--- src/rtl/k_dp_sync_fifo.sv ---
// Single-clock FIFO on a 2**ADDR_W dual-port RAM; registered read data one clk after rd_en; full/empty refuse requests.
// Optional sticky overflow/underflow error ports when K_FIFO_ERR_EN is defined.
module k_dp_sync_fifo #(
  parameter int DATA_W    = 8,
  parameter int ADDR_W    = 2,
  parameter int AFULL_TH  = 3,
  parameter int AEMPTY_TH = 1
) (
  input  logic              clk,
  input  logic              rst_n,
  input  logic              wr_en,
  input  logic [DATA_W-1:0] wr_data,
  input  logic              rd_en,
  output logic [DATA_W-1:0] rd_data,
  output logic              rd_valid,
  output logic              full,
  output logic              empty,
  output logic              almost_full,
  output logic              almost_empty,
  output logic [ADDR_W:0]   count
`ifdef K_FIFO_ERR_EN
  ,
  output logic              overflow,
  output logic              underflow
`endif
);

  localparam int DEPTH = 2 ** ADDR_W;
  localparam logic [ADDR_W:0] AFULL_C  = (ADDR_W+1)'(AFULL_TH);
  localparam logic [ADDR_W:0] AEMPTY_C = (ADDR_W+1)'(AEMPTY_TH);

  logic [DATA_W-1:0] mem [DEPTH];

  logic [ADDR_W:0]   wr_ptr_q, wr_ptr_d;
  logic [ADDR_W:0]   rd_ptr_q, rd_ptr_d;
  logic [ADDR_W:0]   count_q, count_d;
  logic [DATA_W-1:0] rd_data_q, rd_data_d;
  logic              rd_valid_q, rd_valid_d;
  logic              full_q, full_d;
  logic              empty_q, empty_d;
  logic              afull_q, afull_d;
  logic              aempty_q, aempty_d;
  logic              wr_acc, rd_acc;

  // Acceptance uses only the registered flags, so full+wr+rd drops the write.
  assign wr_acc = wr_en && !full_q;
  assign rd_acc = rd_en && !empty_q;

  always_comb begin
    wr_ptr_d   = wr_ptr_q + (ADDR_W+1)'(wr_acc);
    rd_ptr_d   = rd_ptr_q + (ADDR_W+1)'(rd_acc);
    count_d    = count_q + (ADDR_W+1)'(wr_acc) - (ADDR_W+1)'(rd_acc);
    rd_valid_d = rd_acc;
    rd_data_d  = rd_data_q;
    if (rd_acc) begin
      rd_data_d = mem[rd_ptr_q[ADDR_W-1:0]];
    end
    empty_d  = (wr_ptr_d == rd_ptr_d);
    full_d   = (wr_ptr_d[ADDR_W-1:0] == rd_ptr_d[ADDR_W-1:0]) &&
               (wr_ptr_d[ADDR_W] != rd_ptr_d[ADDR_W]);
    afull_d  = (count_d >= AFULL_C);
    aempty_d = (count_d <= AEMPTY_C);
  end

  always_ff @(posedge clk or negedge rst_n) begin
    if (!rst_n) begin
      wr_ptr_q   <= '0;
      rd_ptr_q   <= '0;
      count_q    <= '0;
      rd_data_q  <= '0;
      rd_valid_q <= 1'b0;
      full_q     <= 1'b0;
      empty_q    <= 1'b1;
      afull_q    <= 1'b0;
      aempty_q   <= 1'b1;
    end else begin
      wr_ptr_q   <= wr_ptr_d;
      rd_ptr_q   <= rd_ptr_d;
      count_q    <= count_d;
      rd_data_q  <= rd_data_d;
      rd_valid_q <= rd_valid_d;
      full_q     <= full_d;
      empty_q    <= empty_d;
      afull_q    <= afull_d;
      aempty_q   <= aempty_d;
    end
  end

  // Storage is not reset; a same-address read in this cycle sees the old word.
  always_ff @(posedge clk) begin
    if (wr_acc) begin
      mem[wr_ptr_q[ADDR_W-1:0]] <= wr_data;
    end
  end

  assign rd_data      = rd_data_q;
  assign rd_valid     = rd_valid_q;
  assign full         = full_q;
  assign empty        = empty_q;
  assign almost_full  = afull_q;
  assign almost_empty = aempty_q;
  assign count        = count_q;

`ifdef K_FIFO_ERR_EN
  logic overflow_q, overflow_d;
  logic underflow_q, underflow_d;

  always_comb begin
    overflow_d  = overflow_q  | (wr_en && full_q);
    underflow_d = underflow_q | (rd_en && empty_q);
  end

  always_ff @(posedge clk or negedge rst_n) begin
    if (!rst_n) begin
      overflow_q  <= 1'b0;
      underflow_q <= 1'b0;
    end else begin
      overflow_q  <= overflow_d;
      underflow_q <= underflow_d;
    end
  end

  assign overflow  = overflow_q;
  assign underflow = underflow_q;
`endif

endmodule

--- config.mk ---
export PLATFORM = sky130hd
export DESIGN_NAME = k_dp_sync_fifo
export DESIGN_NICKNAME = d
export VERILOG_FILES = /design/src/rtl/k_dp_sync_fifo.sv
export SDC_FILE = /design/constraint.sdc
export NUM_CORES = 1
export LEC_CHECK = 0
export BUFFER_PORTS_ARGS = -buffer_cell sky130_fd_sc_hd__buf_2
export CORE_ASPECT_RATIO = 0.7
export CORE_MARGIN = 5
export CORE_UTILIZATION = 50
export DETAILED_ROUTE_END_ITERATION = 8
export PLACE_DENSITY = 0.69
export SYNTH_ARGS = -nofsm -noshare
export SYNTH_HDL_FRONTEND = slang
export SYNTH_SLANG_ARGS = --single-unit
--- constraint.sdc ---
create_clock -name clk -period 4.2 [get_ports clk]
set_input_delay 0.42 -clock clk [delete_from_list [all_inputs] [get_ports clk]]
set_output_delay 0.42 -clock clk [all_outputs]
set_load 0.05 [all_outputs]
==> metrics.yaml <==
fin_ws_ns: 2.093
arrival_ns: 2.30
crit_slowest_cell: "dfstp_2"
cp_max_fo: 14
place_congestion: 0.6942
n_antenna_cell: 0
final_nets: 154
clk_latency_ns: 0.30
syn-mean-instance-area_um2: 20.08
die_h_um: 64.07
overflow: 0
die_w_um: 87.24
crit_path_max_incr_delay_ns: 0.54
final_hold_viol_count: 0
cts_tree: "yes"
critPathTopFamily: "adder cells"
drv_cap: 0
drc_errors: 0
ys_dominant_reg_cell: "edfxtp_1"
cp.required_ns: 4.40
worst_slew_pin_slew_ns: 0.8020
grt_pass1_vias: 1096
crit_buf_inv: 1
drtIter0Drc: 46
final.period_utilization: 0.5017
antenna_found_initial: 0
cts_buffers: 5
netlist.area_leader.share: 0.4602
port_buffers: 27
status: "finished clean"
clk_pin_slew_ns: 0.09
drive_gt1_frac: 0.3986
clockBufferDepth: 2
dpl.hpwl_um: 2274
min_path_type: "primary input to asynchronous set/reset pin"
pre_cts_slack_ns: 1.977
grt_pass1_wl_um: 5333
io_pins: 28
vias: 986
grt_max_degree: 23
wl_um: 3248
routedWlPerCell_um: 17.09
path_class: "register to register"
syn-num-nets: 121
h-tree-depth: 2
crit_chain: "nor2b_1 -> buf_4 -> xnor2_1 -> ha_1 -> fa_1 -> xnor2_1 -> xnor2_1 -> a21o_1"
yosys.area.top_type: "edfxtp_1"
synth_area_leaders: "edfxtp_1 46%, dfrtp_1 24%, mux4_2 7.5%"
grtUsageTotal: 0.1306
grt-busiest-layer: "met2"
yosys_warnings: 0
cp-end-kind: "register"
p_total_uw: 1910
synth.most_common_cell: "edfxtp_1"
yosys-top-cells-count: "32 x edfxtp_1, 20 x dfrtp_1, 7 x mux2_4, 7 x mux4_2, 5 x xnor2_1"
crit_cells: 8
cts_setup_buffers: 0
clockRootBuffer: "clkbuf_8"
timing.hold.ws_ns: 0.07691
syn2layout_area_growth_pct: 13.54
met2_usage: 0.2171
grt_use_met1: 0.1591
fin_tns_setup_ns: 0
clock_sinks: 54
startpoint_type: "register"
r2r_cells: 8
use_met3: 0.04108
synth_cell_types: 25
timing.critical_path.mode_cell: "xnor2_1"
post_cts_resized: 0
rows: 19
slew_violations: 0
p_leak_uw: 0.0009611
async_reset_ff_frac: 0.4074
synth_edf_count: 32
ys_ff_latch: 54
grt_setup_unrepaired: "false"
dieArea_um2: 5589
ys_seq_area_frac: 0.7250
slew_headroom: 0.4633
initial_core_util: 0.5260
postRouteAntennaNets: 0
core_area_um2: 3970
fmax_ghz: 0.4746
setup_violations: 0
avgViaCountPerCell: 5.189
min_period_ns: 2.107
dr.pass1.iters: 4
holdBufCountCts: 0
fin_worst_skew_ns: 0.003474
syn-instance-count: 104
fin_util: 0.5972
ir_drop_v: 0.0004265
p_per_area_nw_per_um2: 805.8
netlist_area_um2: 2088
[placed cells by master, fill, tap and decap left out]
cell type | netlist | final
a21o_1 | 1 | 1
and2_1 | 1 | 1
and3_1 | 1 | 1
buf_2 | 2 | 27
buf_4 | 0 | 3
clkbuf_8 | 0 | 5
clkinv_1 | 0 | 1
clkinv_2 | 0 | 1
clkinvlp_4 | 0 | 1
dfrtp_1 | 20 | 20
dfstp_2 | 2 | 2
edfxtp_1 | 32 | 32
fa_1 | 1 | 1
ha_1 | 4 | 4
inv_1 | 3 | 3
mux2_2 | 1 | 1
mux2_4 | 7 | 7
mux4_1 | 1 | 1
mux4_2 | 7 | 7
nand2_1 | 2 | 2
nand2b_1 | 1 | 1
nor2_1 | 2 | 2
nor2b_1 | 1 | 1
nor3_1 | 2 | 2
nor3b_1 | 2 | 2
xnor2_1 | 5 | 5
xor2_1 | 3 | 3
xor3_2 | 1 | 1
[cell type report]
cell class	instances	area, um2
multi-input combinational	43	538.0
inverter	3	11.26
sequential	54	1514
clock buffer	5	68.82
fill	281	1599
clock inverter	3	16.27
timing repair buffer	30	157.7
tap	52	65.06
[power by group]
part / internal, uW / switching [uW]
clock network: 114 / 154
registers: 738 / 108
logic: 329 / 467
[cells by family after synthesis]
logic type                 count (synthesis)  synth area share
buffers and inverters                      7           0.01737
DFF                                       54            0.7250
muxes                                     16            0.1438
adders and majority gates                  5           0.03355
AOI/OAI and AO/OA                          1          0.003596
xor gates and xnor gates                   9           0.04554
and+or+nand+nor                           12           0.03116
[sequential cells by signal (all words and copies together) (netlist names), 3 cells and up]
name      cells
rd_data       8
count         3
rd_ptr_q      3
wr_ptr_q      3
mem          32
[through the flow]
stage,area (um2),std cells
floorplan,2088,104
global placement,2286,182
detailed placement,2286,182
CTS,2371,190
global route,2371,190
finish,2371,190
[per-layer routing]
metal / share of wire / wire length (um) / vias to the layer above
li1: - / - / 449
met1: 0.42 / 1357 / 502
met2: 0.50 / 1637 / 27
met3: 0.061 / 197 / 8
met4: 0.017 / 55 / 0
met5: 0 / 0 / -
[final timing paths]
check / from / end / slack [ns]
min: rst_n / rd_ptr_q[2] / 0.08
min reg2reg: wr_ptr_q[2] / wr_ptr_q[2] / 0.49
max in group asynchronous: rst_n / almost_empty / 3.77
max reg2reg: empty / almost_full / 2.09
max: empty / almost_full / 2.09
min in group clk: wr_data[0] / mem[1][0] / 0.33
Note: power is estimated with default switching activity, not from simulation.
